`src/rtl/timer_pkg.sv`:
```
// Shared types and constants for the timer_ctrl block: FSM states,
// mode encoding and the default counter width.
package timer_pkg;
  localparam int   DEFAULT_WIDTH = 32;
  localparam logic MODE_ONESHOT  = 1'b0;
  localparam logic MODE_PERIODIC = 1'b1;

  typedef enum logic [1:0] {ST_IDLE, ST_RUN, ST_PAUSE, ST_DONE} state_e;
endpackage

```
`src/rtl/timer_ctrl_if.sv`:
```
// Control/status bundle of timer_ctrl. presc exists only when
// TIMER_CTRL_PRESCALE_EN is defined.
interface timer_ctrl_if import timer_pkg::*; #(parameter int WIDTH = DEFAULT_WIDTH) ();
  logic             start;
  logic             stop;
  logic             clear;
  logic             mode;
  logic [WIDTH-1:0] period;
`ifdef TIMER_CTRL_PRESCALE_EN
  logic [7:0]       presc;
`endif
  logic [WIDTH-1:0] count;
  logic             busy;
  logic             tick;
  logic             done;
  logic             err;

  modport master (
`ifdef TIMER_CTRL_PRESCALE_EN
    output presc,
`endif
    output start, stop, clear, mode, period,
    input  count, busy, tick, done, err
  );

  modport slave (
`ifdef TIMER_CTRL_PRESCALE_EN
    input  presc,
`endif
    input  start, stop, clear, mode, period,
    output count, busy, tick, done, err
  );
endinterface

```
`src/rtl/timer_cnt.sv`:
```
// WIDTH-bit up counter with synchronous clear, enable and wrap-to-zero.
module timer_cnt import timer_pkg::*; #(parameter int WIDTH = DEFAULT_WIDTH) (
  input  logic             clk,
  input  logic             reset,
  input  logic             clr,
  input  logic             en,
  input  logic             wrap,
  output logic [WIDTH-1:0] count
);
  logic [WIDTH-1:0] count_q, count_d;

  always_comb begin
    count_d = count_q;
    if (clr)     count_d = '0;
    else if (en) count_d = wrap ? '0 : count_q + 1'b1;
  end

  always_ff @(posedge clk) begin
    if (!reset) count_q <= '0;
    else        count_q <= count_d;
  end

  assign count = count_q;
endmodule

```
`src/rtl/timer_ctrl.sv`:
```
// Timer FSM (IDLE/RUN/PAUSE/DONE) with one-shot/periodic modes.
// Define TIMER_CTRL_PRESCALE_EN to add the presc-driven advance divider.
module timer_ctrl import timer_pkg::*; #(parameter int WIDTH = DEFAULT_WIDTH) (
  input logic        clk,
  input logic        reset,
  timer_ctrl_if.slave bus
);
  state_e           state_q, state_d;
  logic [WIDTH-1:0] period_q, period_d;
  logic             mode_q, mode_d;
  logic             tick_q, tick_d, err_q, err_d;
  logic             busy_q, busy_d, done_q, done_d;
  logic             cnt_clr, cnt_en, cnt_wrap, launch, run_step, div_hit;
  logic [WIDTH-1:0] count;

`ifdef TIMER_CTRL_PRESCALE_EN
  logic [7:0] presc_q, presc_d, div_q, div_d;
  assign div_hit = (div_q == presc_q);

  // Divider restarts on launch/clear and freezes whenever RUN is not stepping.
  always_comb begin
    presc_d = presc_q;
    div_d   = div_q;
    if (bus.clear || launch) begin
      div_d = '0;
      if (launch) presc_d = bus.presc;
    end else if (run_step) begin
      div_d = div_hit ? 8'd0 : div_q + 8'd1;
    end
  end
`else
  assign div_hit = 1'b1;
`endif

  assign run_step = (state_q == ST_RUN) && !bus.stop && !bus.clear;

  always_comb begin
    state_d  = state_q;
    period_d = period_q;
    mode_d   = mode_q;
    tick_d   = 1'b0;
    err_d    = 1'b0;
    cnt_clr  = 1'b0;
    cnt_en   = 1'b0;
    cnt_wrap = 1'b0;
    launch   = 1'b0;
    if (bus.clear) begin
      state_d = ST_IDLE;
      cnt_clr = 1'b1;
    end else begin
      case (state_q)
        ST_IDLE, ST_DONE: if (bus.start) begin
          if (bus.period != '0) begin
            launch   = 1'b1;
            period_d = bus.period;
            mode_d   = bus.mode;
            cnt_clr  = 1'b1;
            state_d  = ST_RUN;
          end else begin
            err_d = 1'b1;
          end
        end
        ST_RUN: if (bus.stop) begin
          state_d = ST_PAUSE;
        end else if (div_hit) begin
          cnt_en = 1'b1;
          if (count == period_q - WIDTH'(1)) begin
            cnt_wrap = 1'b1;
            tick_d   = 1'b1;
            if (mode_q == MODE_ONESHOT) state_d = ST_DONE;
          end
        end
        ST_PAUSE: if (bus.start && !bus.stop) state_d = ST_RUN;
        default: state_d = ST_IDLE;
      endcase
    end
    busy_d = (state_d == ST_RUN) || (state_d == ST_PAUSE);
    done_d = (state_d == ST_DONE);
  end

  always_ff @(posedge clk) begin
    if (!reset) begin
      state_q  <= ST_IDLE;
      period_q <= '0;
      mode_q   <= MODE_ONESHOT;
      tick_q   <= 1'b0;
      err_q    <= 1'b0;
      busy_q   <= 1'b0;
      done_q   <= 1'b0;
`ifdef TIMER_CTRL_PRESCALE_EN
      presc_q  <= '0;
      div_q    <= '0;
`endif
    end else begin
      state_q  <= state_d;
      period_q <= period_d;
      mode_q   <= mode_d;
      tick_q   <= tick_d;
      err_q    <= err_d;
      busy_q   <= busy_d;
      done_q   <= done_d;
`ifdef TIMER_CTRL_PRESCALE_EN
      presc_q  <= presc_d;
      div_q    <= div_d;
`endif
    end
  end

  timer_cnt #(.WIDTH(WIDTH)) u_cnt (
    .clk   (clk),
    .reset (reset),
    .clr   (cnt_clr),
    .en    (cnt_en),
    .wrap  (cnt_wrap),
    .count (count)
  );

  assign bus.count = count;
  assign bus.busy  = busy_q;
  assign bus.tick  = tick_q;
  assign bus.done  = done_q;
  assign bus.err   = err_q;
endmodule
```
`src/flat_wrapper.sv`:
```
// flat-port wrapper written by rule: the top's interface ports become plain ports
module timer_ctrl_flat import timer_pkg::*;
#(parameter int WIDTH = DEFAULT_WIDTH)
  (clk, reset, bus_start, bus_stop, bus_clear, bus_mode, bus_period, bus_count, bus_busy, bus_tick, bus_done, bus_err);
  timer_ctrl_if #(.WIDTH(WIDTH)) bus_i ();
  input logic clk;
  input logic reset;
  input wire logic [$bits(bus_i.start)-1:0] bus_start;
  input wire logic [$bits(bus_i.stop)-1:0] bus_stop;
  input wire logic [$bits(bus_i.clear)-1:0] bus_clear;
  input wire logic [$bits(bus_i.mode)-1:0] bus_mode;
  input wire logic [$bits(bus_i.period)-1:0] bus_period;
  output wire logic [$bits(bus_i.count)-1:0] bus_count;
  output wire logic [$bits(bus_i.busy)-1:0] bus_busy;
  output wire logic [$bits(bus_i.tick)-1:0] bus_tick;
  output wire logic [$bits(bus_i.done)-1:0] bus_done;
  output wire logic [$bits(bus_i.err)-1:0] bus_err;
  assign bus_i.start = bus_start;
  assign bus_i.stop = bus_stop;
  assign bus_i.clear = bus_clear;
  assign bus_i.mode = bus_mode;
  assign bus_i.period = bus_period;
  assign bus_count = bus_i.count;
  assign bus_busy = bus_i.busy;
  assign bus_tick = bus_i.tick;
  assign bus_done = bus_i.done;
  assign bus_err = bus_i.err;
  timer_ctrl #(.WIDTH(WIDTH)) u_core (.clk(clk), .reset(reset), .bus(bus_i));
endmodule
```
`config.mk`:
```
export PLATFORM = sky130hd
export DESIGN_NAME = timer_ctrl_flat
export DESIGN_NICKNAME = d
export VERILOG_FILES = /design/src/rtl/timer_pkg.sv /design/src/rtl/timer_ctrl_if.sv /design/src/rtl/timer_cnt.sv /design/src/rtl/timer_ctrl.sv /design/src/flat_wrapper.sv
export SDC_FILE = /design/constraint.sdc
export NUM_CORES = 1
export LEC_CHECK = 0
export ABC_AREA = 0
export CAP_MARGIN = 20
export CORE_MARGIN = 10
export CORE_UTILIZATION = 50
export CTS_CLUSTER_DIAMETER = 120
export DETAILED_ROUTE_END_ITERATION = 6
export GPL_ROUTABILITY_DRIVEN = 0
export PLACE_DENSITY = 0.75
export SKIP_CTS_REPAIR_TIMING = 1
export SLEW_MARGIN = 20
export SYNTH_ARGS = -nofsm -noshare
export SYNTH_HDL_FRONTEND = slang
export SYNTH_SLANG_ARGS = --single-unit
```
`constraint.sdc`:
```
create_clock -name clk -period 3.5 [get_ports clk]
set_clock_uncertainty 0.15 [all_clocks]
set_input_delay 0.525 -clock clk [delete_from_list [all_inputs] [get_ports clk]]
set_output_delay 0.525 -clock clk [all_outputs]
set_load 0.01 [all_outputs]
```
==> parameters.txt, run 1 <==
Parameter                              Value

Layout
  Layout cells sized above 1 ... 15.0%
  Footprint of the multi-input gates ... 3140 um^2
  Sequential cell area ... 1420 um^2
  Final Net Count ... 645
  Non-filler instance count after layout ... 736
  Most used cells in the layout excluding fill and tap cells ... clkdlybuf4s50_1, dfxtp_1, mux2i_1, xor2_1, nor2b_1
  Filler Cell Count ... 792
  Most common cell after layout, fill and taps aside ... clkdlybuf4s50_1
  Area Growth Syn to Fin ... 24.3%
  Ant. Diodes ... 0

Logic synthesis
  Synthesized area per cell ... 8.93 um^2
  Share of cell area taken by muxes after synthesis ... 8.12%
  Count of mapped cells out of synthesis ... 530
  Async S/R FF share, synth ... 0%
  Unique cell type count in the Yosys netlist ... 63
  Area share of xor/xnor cells in the synthesized design ... 12.6%
  Sequential element share of the synthesized area ... 30.0%
  Cell area after synthesis ... 4730 um^2
  Commonest register cell after synthesis ... dfxtp_1
  Number of flip-flops and latches in the synthesized netlist ... 71
  Synth Warn # ... 0
  Fraction of the mapped netlist area in simple logic gates ... 37.0%
  Fraction of the mapped netlist area in compound gates ... 6.56%
  Area share of fa/ha/maj cells after synthesis ... 1.32%
  Number of enable-type register cells in the synthesized netlist ... 0
  Combinational family with the most area after synthesis ... simple AND/OR/NAND/NOR gates
  Synth Net Count ... 573

Die
  Standard cell core area ... 9240 um^2
  Floorplan die width ... 117 um
  Height of the chip ... 117 um
  Top-level port count ... 74
  Initial Utilization ... 51.2%
  Total die area ... 13800 um^2
  Number of rows in the core area ... 35

Route
  First drt pass iteration count ... 7
  Antenna Nets Post-Route ... 0
  Number of violations reported at the end of detailed-routing iteration 0 ... 360
  Routed wire length per instance ... 18.4 um
  Via count ... 4318
  Routed Wire Length ... 13500 um
  DRC errors left ... 0
  Number of vias per cell after detailed routing ... 5.87

Critical path
  Highest-delay cell along the critical path ... or4_1
  Cell-by-cell listing of the critical path ... or4_1, nor4_4, nor4b_1, a31o_1, a21oi_1, nor4_2, and2b_1, a211o_1, ha_1, and2_1
  Cell count of the worst reg-to-reg path ... 10
  Worst Path Arrival ... 3.46 ns
  Largest delay share family, worst path ... simple AND/OR/NAND/NOR gates
  Slowest stage delay, CP ... 0.77 ns
  Type of the setup path with the least slack ... reg -> reg
  Buf/Inv on CP ... 0
  Critical Path Fanout Max ... 8
  Stages on the worst setup path ... 10
  Required time reported for the critical path endpoint ... 3.60 ns
  Register-to-register setup slack ... 0.14 ns
  Startpoint class of the critical path ... register
  Setup crit end kind ... register

Power
  Clock network fraction of design power ... 37.3%
  Leakage power ... 2.21 nW
  Relative contribution of sequential cells to total power ... 40.9%
  Portion of total power attributed to combinational logic ... 21.8%
  IR drop worst, VDD ... 0.245 mV
  Power Density ... 361 nW/um^2
  Net switching power of the design ... 0.000601 W
  Internal power ... 0.00153 W
  Sw Share ... 28.3%

STA
  Highest Clock Rate ... 298 MHz
  Minimum clock period after layout ... 3.36 ns
  Minimum hold slack ... 0.415 ns
  Slew Viols, Final ... 0
  Final hold violation count ... 0
  Least-Margin Pin Slew ... 0.593 ns
  Final cycle utilization of the critical path ... 95.9%
  Tightest slew margin relative to the limit ... 60.1%
  Setup violators final ... 0

Clock tree
  Max Buffers Root-to-Sink ... 2
  Total number of clock tree sinks ... 71
  H-tree levels ... 3
  CTS buffer count ... 9
  Master cell of the clock root buffer ... clkbuf_8
  CTS clk-pin slew, worst paths ... 0.08 ns
  Clock insertion delay at the later pin of the skew report ... 0.35 ns
  CTS tree ... yes

Placement
  DPL Wire Length ... 10400 um
  Number of placed cells counting well taps ... 720
  Number of port buffers ... 73

Min path
  Worst hold path stage count ... 2
  Type of the tightest min-delay check ... reg -> reg

GRT
  Maximum number of pins on one net before global-route repair ... 37
  Vias in the first global route ... 4189
  Initial antenna violation count ... 0
  Global Route Usage Sum ... 19.6%
  Wire length of the first global-routing pass ... 21500 um
  GRT Residual Overflow ... 0

Run
  Max-Cap Viols ... 0

Status
  Run status ... completed
worst paths after layout:
path,endpoint,from
worst min-delay path,u_core.period_q[31],u_core.period_q[31]
worst max register to register,u_core.bus.busy,u_core.period_q[9]
worst min register to register,u_core.period_q[31],u_core.period_q[31]
worst max-delay path,u_core.bus.busy,u_core.period_q[9]
flip-flops by register name, indices dropped and copies added, names as in the netlist:
register and cells:
u_core.state_q 2, u_core.bus.err 1, u_core.bus.tick 1, u_core.period_q 32, u_core.mode_q 1, u_core.bus.done 1
u_core.u_cnt.count 32, u_core.bus.busy 1
layer usage:
layer	share of wire (%)	track usage, %	up-vias	routed length [um]
li1	-	-	2063	-
met3	7.4	4.84	28	999
met5	0	0	-	0
met4	1.8	6.26	0	247
met1	44	25.1	2042	5950
met2	47	31.4	185	6310
worst min-delay path, delay by kind of cell, from the launching register on:
kind | cells | cell delay, ns
simple gates | 1 | 0.06
mux | 1 | 0.14
flops | 1 | 0.33
through the flow:
step                utilization (%)  TNS, ns  area (um^2)  power, W  setup slack, ns
floorplan                         -        0         4730   0.00119            0.363
global placement               60.8        0         5620   0.00132            0.261
detailed placement             60.8        0         5620   0.00133            0.121
CTS                            63.5        0         5860   0.00212           0.0907
global route                   63.7  -0.0207         5890   0.00220          -0.0207
finish                         63.7        0         5890   0.00213            0.142
synthesized netlist by cell type (3+ instances only):
library cell / count / area, um^2
nor4_2: 5 / 62.6
nor3b_1: 6 / 45.0
nor2_1: 23 / 86.3
inv_1: 13 / 48.8
a211o_1: 3 / 26.3
nand2_1: 31 / 116
buf_2: 5 / 25.0
xnor2_1: 33 / 289
o21ai_0: 10 / 50.1
dfxtp_1: 71 / 1420
clkbuf_1: 15 / 56.3
nor4_1: 20 / 125
and2_1: 6 / 37.5
nor3_2: 30 / 300
nand4_1: 18 / 113
nand2b_1: 5 / 31.3
ha_1: 5 / 62.6
and3_1: 6 / 37.5
xor2_1: 35 / 307
mux2i_1: 35 / 350
or4_1: 7 / 52.6
nor4_4: 4 / 85.1
or3_1: 6 / 37.5
a31oi_1: 3 / 18.8
nand3_1: 15 / 75.1
mux2_2: 3 / 33.8
and4_1: 5 / 43.8
a21oi_1: 7 / 35.0
nand3b_1: 3 / 22.5
buf_6: 6 / 67.6
nor3_1: 20 / 100
nor2b_1: 35 / 219
cell type report:
type	count	share of cell area, %
multi-input cells	418	53.3
flip-flops and latches	71	24.1
repair buffers	89	14.9
clock buffers	14	3.10
well taps	129	2.74
clock inverters	2	1.02
inverters	13	0.829
power groups by stage:
stage | combinational [W] | clock (W) | sequential (W)
after floorplan | 0.000328 | 0 | 0.000866
after global placement | 0.000438 | 0 | 0.000884
after detailed placement | 0.000446 | 0 | 0.000885
after CTS | 0.000449 | 0.000803 | 0.000867
after global routing | 0.000499 | 0.000828 | 0.000872
final | 0.000463 | 0.000794 | 0.000869
kinds of logic (layout without fill, tap and decap cells):
kind of cell | after synthesis | in the layout
adders and majority gates | 5 | 5
DFF | 71 | 71
buffers and inverters | 41 | 118
muxes | 38 | 38
AOI/OAI and AO/OA | 46 | 46
xor gates and xnor gates | 68 | 68
and+or+nand+nor | 261 | 261
Note: power is estimated with default switching activity, not from simulation.
==> inputs of run 2 (changes only) <==
CORE_UTILIZATION = 25   (was 50)
PLACE_DENSITY = not set   (was 0.75)
clock period = 3.9 ns   (was 3.5 ns; I/O delays follow)
==> run 2 against run 1 <==
Sequential share of layout area fell by 0.52 points. Combinational power fell by 13%. Largest cell class unchanged. Die area rose by 81%. Final area rose by 2.2%. Critical path depth rose by 2. Global-route usage fell by 7.9 points.
==> parameters.txt, run 2 (synthesis gave the netlist of run 1 again) <==
Parameter                              Value

STA
  Slew Viols, Final ... 0 (unchanged)
  Unrepaired setup endpoints after global routing ... false
  Minimum clock period after layout ... 3.39 ns (+0.0330 ns)
  Final sum of negative setup slack ... 0 ns (unchanged)
  Tightest slew margin relative to the limit ... 63.5% (+3.4 points)
  Least-Margin Pin Slew ... 0.542 ns (-0.0504 ns)
  Highest Clock Rate ... 295 MHz (-0.97%)
  Final hold violation count ... 0 (unchanged)
  Setup violators final ... 0 (unchanged)
  Final cycle utilization of the critical path ... 86.9% (-9.0 points)

Critical path
  Worst setup path start ... u_core.period_q[0]
  Register-to-register setup slack ... 0.51 ns (+0.37 ns)
  Type of the setup path with the least slack ... reg -> reg
  Setup crit end kind ... register
  Source of the worst register-to-register timing path ... u_core.period_q[0]
  Startpoint class of the critical path ... register
  Crit path capture ... u_core.bus.busy
  Cell count of the worst reg-to-reg path ... 12 (+2)
  Critical register-to-register path endpoint ... u_core.bus.busy
  Worst Path Arrival ... 3.48 ns (+0.02 ns)
  Required time reported for the critical path endpoint ... 3.99 ns (+0.39 ns)
  Critical Path Fanout Max ... 7 (-1)

Route
  First drt pass iteration count ... 5 (-2)
  Met2 Wirelength ... 6290 um (-0.38%)
  Number of violations reported at the end of detailed-routing iteration 0 ... 312 (-13%)
  DRC errors left ... 0 (unchanged)
  Antenna Nets Post-Route ... 0 (unchanged)
  Number of vias per cell after detailed routing ... 4.96 (-15%)
  Total routed wire length on the met1 layer ... 6400 um (+7.5%)
  Met3 routed wirelength ... 1120 um (+12%)
  Uppermost layer routed ... met4
  Routed Wire Length ... 14100 um (+4.1%)
  Routed wire length per instance ... 16.8 um (-8.6%)
  Via count ... 4155 (-3.8%)

Clock tree
  H-tree levels ... 3 (unchanged)
  Master cell of the clock root buffer ... clkbuf_16
  CTS clk-pin slew, worst paths ... 0.06 ns (-0.02 ns)
  CTS tree ... yes
  Total number of clock tree sinks ... 71 (unchanged)
  CTS buffer count ... 9 (unchanged)
  Max Buffers Root-to-Sink ... 2 (unchanged)
  Clock insertion delay at the later pin of the skew report ... 0.34 ns (about the same)

Layout
  Layout cells sized above 1 ... 14.1% (-0.92 points)
  Final Net Count ... 642 (-0.47%)
  Most used cells in the layout excluding fill and tap cells ... clkdlybuf4s50_1, dfxtp_1, mux2i_1, xor2_1, nor2b_1
  Filler Cell Count ... 1936 (+140%)
  Most common cell after layout, fill and taps aside ... clkdlybuf4s50_1
  Ant. Diodes ... 0 (unchanged)
  Area Growth Syn to Fin ... 27.1%

Power
  Relative contribution of sequential cells to total power ... 39.8% (-1.1 points)
  Total design power ... 0.00196 W (-7.8%)
  Clock network fraction of design power ... 39.7% (+2.4 points)
  Net switching power of the design ... 0.000561 W (-6.6%)
  Portion of total power attributed to combinational logic ... 20.6% (-1.2 points)
  Internal power ... 0.00140 W (-8.2%)
  Sw Share ... 28.6% (+0.35 points)
  IR drop worst, VDD ... 0.179 mV (-27%)
  Leakage power ... 2.21 nW (-0.11%)
  Power Density ... 326 nW/um^2 (-9.7%)

Die
  Initial Utilization ... 25.4% (-26 points)
  Number of rows in the core area ... 50 (+43%)
  Floorplan die width ... 158 um (+34%)
  Height of the chip ... 158 um (+34%)
  Total die area ... 24800 um^2 (+81%)
  Top-level port count ... 74 (unchanged)
  Standard cell core area ... 18600 um^2 (+100%)

Placement
  Number of port buffers ... 73 (unchanged)
  DPL Wire Length ... 11000 um (+6.3%)

Run
  Max-Cap Viols ... 0 (unchanged)

GRT
  GRT Residual Overflow ... 0 (unchanged)
  Wire length of the first global-routing pass ... 22700 um (+5.9%)
  Initial antenna violation count ... 0 (unchanged)
  Global Route Usage Sum ... 11.7% (-7.9 points)
  Vias in the first global route ... 4044 (-3.5%)
  Maximum number of pins on one net before global-route repair ... 37 (unchanged)

Status
  Run status ... completed

Min path
  Type of the tightest min-delay check ... reg -> reg
-- run 2: changes by cell type in the layout (fill, tap and decap cells not counted), sizes merged --
cell and delta:
buf -3, bufinv -2, clkbuf -3, clkinv +3, clkinvlp +1, inv +1
-- run 2: power by group through the flow --
stage	logic [W]	registers, W	clock network [W]
finish	0.000403	0.000780	0.000778
global route	0.000445	0.000783	0.000831
CTS	0.000401	0.000779	0.000800
detailed placement	0.000398	0.000795	0
global placement	0.000403	0.000794	0
floorplan	0.000294	0.000777	0
-- run 2: worst min-delay path by stage --
stage / startpoint / cells past startpoint / end / slack, ns
detailed placement: u_core.period_q[31] / 2 / u_core.period_q[31] / 0.39
global placement: u_core.period_q[31] / 2 / u_core.period_q[31] / 0.39
floorplan: u_core.period_q[31] / 2 / u_core.period_q[31] / 0.36
global route: u_core.period_q[31] / 2 / u_core.period_q[31] / 0.42
CTS: u_core.period_q[31] / 2 / u_core.period_q[31] / 0.39
finish: u_core.period_q[31] / 2 / u_core.period_q[31] / 0.39
-- run 2: routing by layer --
| metal | up-vias | track usage (%) |
|---|---|---|
| met1 | 1964 | 15.0 |
| met3 | 14 | 3.93 |
| met2 | 118 | 17.8 |
| met5 | - | 0 |
| met4 | 0 | 4.32 |
| li1 | 2059 | - |
-- run 2: layout make-up --
class                           instances  area [um^2]  share of cell area, %
Tap cell                              234          293                   4.87
Sequential cell                        71         1420                   23.6
Inverter                               13         48.8                  0.811
Timing Repair Buffer                   86          853                   14.2
Clock inverter                          5         31.3                  0.520
Multi-Input combinational cell        418         3110                   51.8
Clock buffer                           11          253                   4.20
-- run 2: critical path: stages, from the launching register on --
cell     delay [ns]
dfxtp_1        0.31
inv_1          0.05
ha_1           0.27
nor3b_1        0.27
nand2_1        0.26
nor2_1         0.23
mux2_2         0.37
nor4_1         0.27
nand4_1        0.15
and2b_1        0.37
a41o_1         0.21
ha_1           0.22
and2_1         0.15
-- run 2: per-stage QoR --
step	utilization, %	std cells	hold slack [ns]	instance area, um^2	worst slack (ns)
after floorplan	-	530	0.356	4730	0.763
after global routing	32.3	838	0.419	6010	0.256
after global placement	30.7	822	0.385	5730	0.534
after CTS	32.3	838	0.394	6010	0.518
after detailed placement	30.7	822	0.386	5730	0.471
final	32.3	838	0.391	6010	0.509
==> inputs of run 3 (changes only) <==
SYNTH_HIERARCHICAL = 1   (was not set)
==> run 3 against run 2 <==
Final cell count up 6.2%. Sequential power down 1%. Critical path depth down 1. Non-clock buffer count up 4. Total power down 2.3%. Synthesized cell count up 10%. Register-to-register slack worse by 0.02 ns. Clock power down 2%. Maximum frequency down 0.51%. Routed wire length up 0.19%.
==> parameters.txt, run 3 <==
Parameter                              Value

Status
  Run status ... completed

Die
  Initial Utilization ... 25.4% (+0.041 points)
  Floorplan die width ... 155 um (-1.5%)
  Height of the chip ... 155 um (-1.5%)
  Standard cell core area ... 18000 um^2 (-3.6%)
  Top-level port count ... 74 (unchanged)
  Total die area ... 24100 um^2 (-3.0%)
  Number of rows in the core area ... 49 (-2.0%)

Min path
  Type of the tightest min-delay check ... reg -> reg

Route
  Number of vias per cell after detailed routing ... 5.11 (+3.1%)
  Via count ... 4548 (+9.5%)
  Routed wire length per instance ... 15.8 um (-5.7%)
  First drt pass iteration count ... 5 (unchanged)
  Number of violations reported at the end of detailed-routing iteration 0 ... 281 (-9.9%)
  Routed Wire Length ... 14100 um (+0.19%)
  Antenna Nets Post-Route ... 0 (unchanged)
  DRC errors left ... 0 (unchanged)

Critical path
  Startpoint class of the critical path ... register
  Buf/Inv on CP ... 0 (-1)
  Cell-by-cell listing of the critical path ... or4_1, or4_4, nor3_4, xnor2_1, nor4_2, nand4_1, nor3_1, nand2_1, and3b_1, nand2b_1, mux2i_1
  Register-to-register setup slack ... 0.49 ns (-0.02 ns)
  Source of the worst register-to-register timing path ... u_core/period_q[0]
  Slowest stage delay, CP ... 0.67 ns (+0.30 ns)
  Crit path capture ... u_core/u_cnt/count[28]
  Worst Path Arrival ... 3.47 ns (about the same)
  Cell count of the worst reg-to-reg path ... 11 (-1)
  Critical Path Fanout Max ... 8 (+1)
  Type of the setup path with the least slack ... reg -> reg
  Largest delay share family, worst path ... simple AND/OR/NAND/NOR gates
  Stages on the worst setup path ... 11 (-1)
  Required time reported for the critical path endpoint ... 3.96 ns (-0.03 ns)
  Critical register-to-register path endpoint ... u_core/u_cnt/count[28]
  Setup crit end kind ... register
  Worst setup path start ... u_core/period_q[0]
  Highest-delay cell along the critical path ... or4_1

Logic synthesis
  Synthesized area per cell ... 7.82 um^2 (-12%)
  Async S/R FF share, synth ... 0% (unchanged)
  Dominant cells by area after synthesis ... dfxtp_1, nand2_1, xnor2_1
  Number of flip-flops and latches in the synthesized netlist ... 71 (unchanged)
  Share of Yosys cell area claimed by the top area cell type ... 31.1% (+1.1 points)
  Count of mapped cells out of synthesis ... 584 (+10%)
  Unique cell type count in the Yosys netlist ... 68 (+7.9%)
  Synth Warn # ... 6 (+6)
  Cell area after synthesis ... 4570 um^2 (-3.5%)
  Most used standard cells in the synthesized netlist ... nand2_1, dfxtp_1, a21oi_1
  Cell with the most instances after synthesis ... nand2_1
  Synth Net Count ... 627 (+9.4%)
  Sequential element share of the synthesized area ... 31.1% (+1.1 points)
  Number of enable-type register cells in the synthesized netlist ... 0 (unchanged)
  Biggest area consumer among synthesized cells ... dfxtp_1
  Commonest register cell after synthesis ... dfxtp_1

STA
  Minimum clock period after layout ... 3.41 ns (+0.0174 ns)
  Final sum of negative setup slack ... 0 ns (unchanged)
  Least-Margin Pin Slew ... 0.948 ns (+0.406 ns)
  Tightest slew margin relative to the limit ... 36.4% (-27 points)
  Final cycle utilization of the critical path ... 87.4% (+0.45 points)
  Final hold violation count ... 0 (unchanged)
  Slew Viols, Final ... 0 (unchanged)
  Setup violators final ... 0 (unchanged)
  Highest Clock Rate ... 293 MHz (-0.51%)
  Minimum hold slack ... 0.336 ns (-0.0546 ns)
  Unrepaired setup endpoints after global routing ... false

Run
  Max-Cap Viols ... 0 (unchanged)

Placement
  Number of port buffers ... 73 (unchanged)
  DPL Wire Length ... 11100 um (+0.75%)

GRT
  Wire length of the first global-routing pass ... 22900 um (+0.64%)
  Vias in the first global route ... 4270 (+5.6%)
  Initial antenna violation count ... 0 (unchanged)
  Maximum number of pins on one net before global-route repair ... 29 (-22%)
  GRT Residual Overflow ... 0 (unchanged)
  Global Route Usage Sum ... 11.6% (-0.091 points)

Clock tree
  Max Buffers Root-to-Sink ... 2 (unchanged)
  H-tree levels ... 3 (unchanged)
  CTS tree ... yes
  CTS clk-pin slew, worst paths ... 0.06 ns (about the same)
  Clock insertion delay at the later pin of the skew report ... 0.34 ns (about the same)
  Total number of clock tree sinks ... 71 (unchanged)
  CTS buffer count ... 9 (unchanged)
  Master cell of the clock root buffer ... clkbuf_16

Layout
  Most used cells in the layout excluding fill and tap cells ... nand2_1, clkdlybuf4s50_1, dfxtp_1, a21oi_1
  Area Growth Syn to Fin ... 26.5%
  Ant. Diodes ... 0 (unchanged)
  Final Net Count ... 699 (+8.9%)
  Layout cells sized above 1 ... 8.32% (-5.8 points)
  Most common cell after layout, fill and taps aside ... nand2_1

Power
  Clock network fraction of design power ... 39.7% (about the same)
  Relative contribution of sequential cells to total power ... 40.3% (+0.5 points)
  IR drop worst, VDD ... 0.200 mV (+12%)
  Portion of total power attributed to combinational logic ... 20.0% (-0.6 points)
  Internal power ... 0.00138 W (-1.3%)
  Power Density ... 332 nW/um^2 (+1.7%)
  Net switching power of the design ... 0.000534 W (-4.8%)
  Leakage power ... 1.89 nW (-14%)
  Sw Share ... 27.9% (-0.73 points)
run 3: cell types whose count changed after synthesis, sizes merged, moves of 16 or more:
cell   previous run  this run
xor2             35        15
a21oi             7        57
nor2b            35         3
nand2            32        95
nor2             24        40
nor3             50        24
mux2i            35         5
run 3: how the worst min path moves through the flow:
stage,slack (ns),endpoint,depth (start not counted),from
floorplan,0.30,u_core/period_q[31],2,u_core/period_q[31]
global placement,0.33,u_core/period_q[1],2,u_core/period_q[1]
detailed placement,0.33,u_core/mode_q,2,u_core/mode_q
CTS,0.34,u_core/mode_q,2,u_core/mode_q
global route,0.36,u_core/period_q[1],2,u_core/period_q[1]
finish,0.34,u_core/mode_q,2,u_core/mode_q
run 3: layout make-up:
| type | instances | area, um^2 |
|---|---|---|
| flip-flops and latches | 71 | 1420 |
| repair buffers | 90 | 871 |
| fillers | 1894 | 12200 |
| clock buffers | 12 | 256 |
| inverters | 12 | 45.0 |
| multi-input cells | 472 | 2880 |
| well taps | 229 | 287 |
| clock inverters | 4 | 20.0 |
run 3: kinds of logic (layout without fill, tap and decap cells):
| family | after synthesis | count (layout) | synth area share [%] |
|---|---|---|---|
| AND/OR/NAND/NOR | 293 | 293 | 35.1 |
| AO/OA/AOI/OAI | 114 | 114 | 14.8 |
| flip-flops | 71 | 71 | 31.1 |
| XOR/XNOR | 55 | 55 | 10.5 |
| buffers and inverters | 41 | 118 | 5.94 |
| adder cells (fa/ha/maj) | 5 | 5 | 1.37 |
| multiplexers | 5 | 5 | 1.10 |
run 3: power groups by stage:
stage | clock network (W) | registers (W) | logic (W)
floorplan | 0 | 0.000774 | 0.000274
global placement | 0 | 0.000788 | 0.000382
detailed placement | 0 | 0.000788 | 0.000381
CTS | 0.000784 | 0.000772 | 0.000384
global route | 0.000816 | 0.000775 | 0.000429
finish | 0.000760 | 0.000772 | 0.000384
run 3: per-layer routing:
metal  share of wire [%]  vias up  wire length, um  track usage (%)
met4                 1.9        0              263             3.52
met5                   0        -                0                0
li1                    -     2282                -                -
met2                  45      132             6410             17.8
met1                  46     2115             6440             14.9
met3                 6.9       19              978             4.27
run 3: worst min-delay path: cells and delay by family (launching register included):
kind | cells | cell delay (ns)
AOI/OAI and AO/OA | 1 | 0.05
and+or+nand+nor | 1 | 0.06
DFF | 1 | 0.33
run 3: per-stage QoR:
step	cells	cell area (um^2)	util [%]	setup slack, ns	power (W)
floorplan	584	4570	-	0.579	0.00105
global placement	874	5500	30.6	0.540	0.00117
detailed placement	874	5500	30.6	0.515	0.00117
CTS	890	5780	32.2	0.489	0.00194
global route	890	5780	32.2	0.166	0.00202
finish	890	5780	32.2	0.492	0.00192
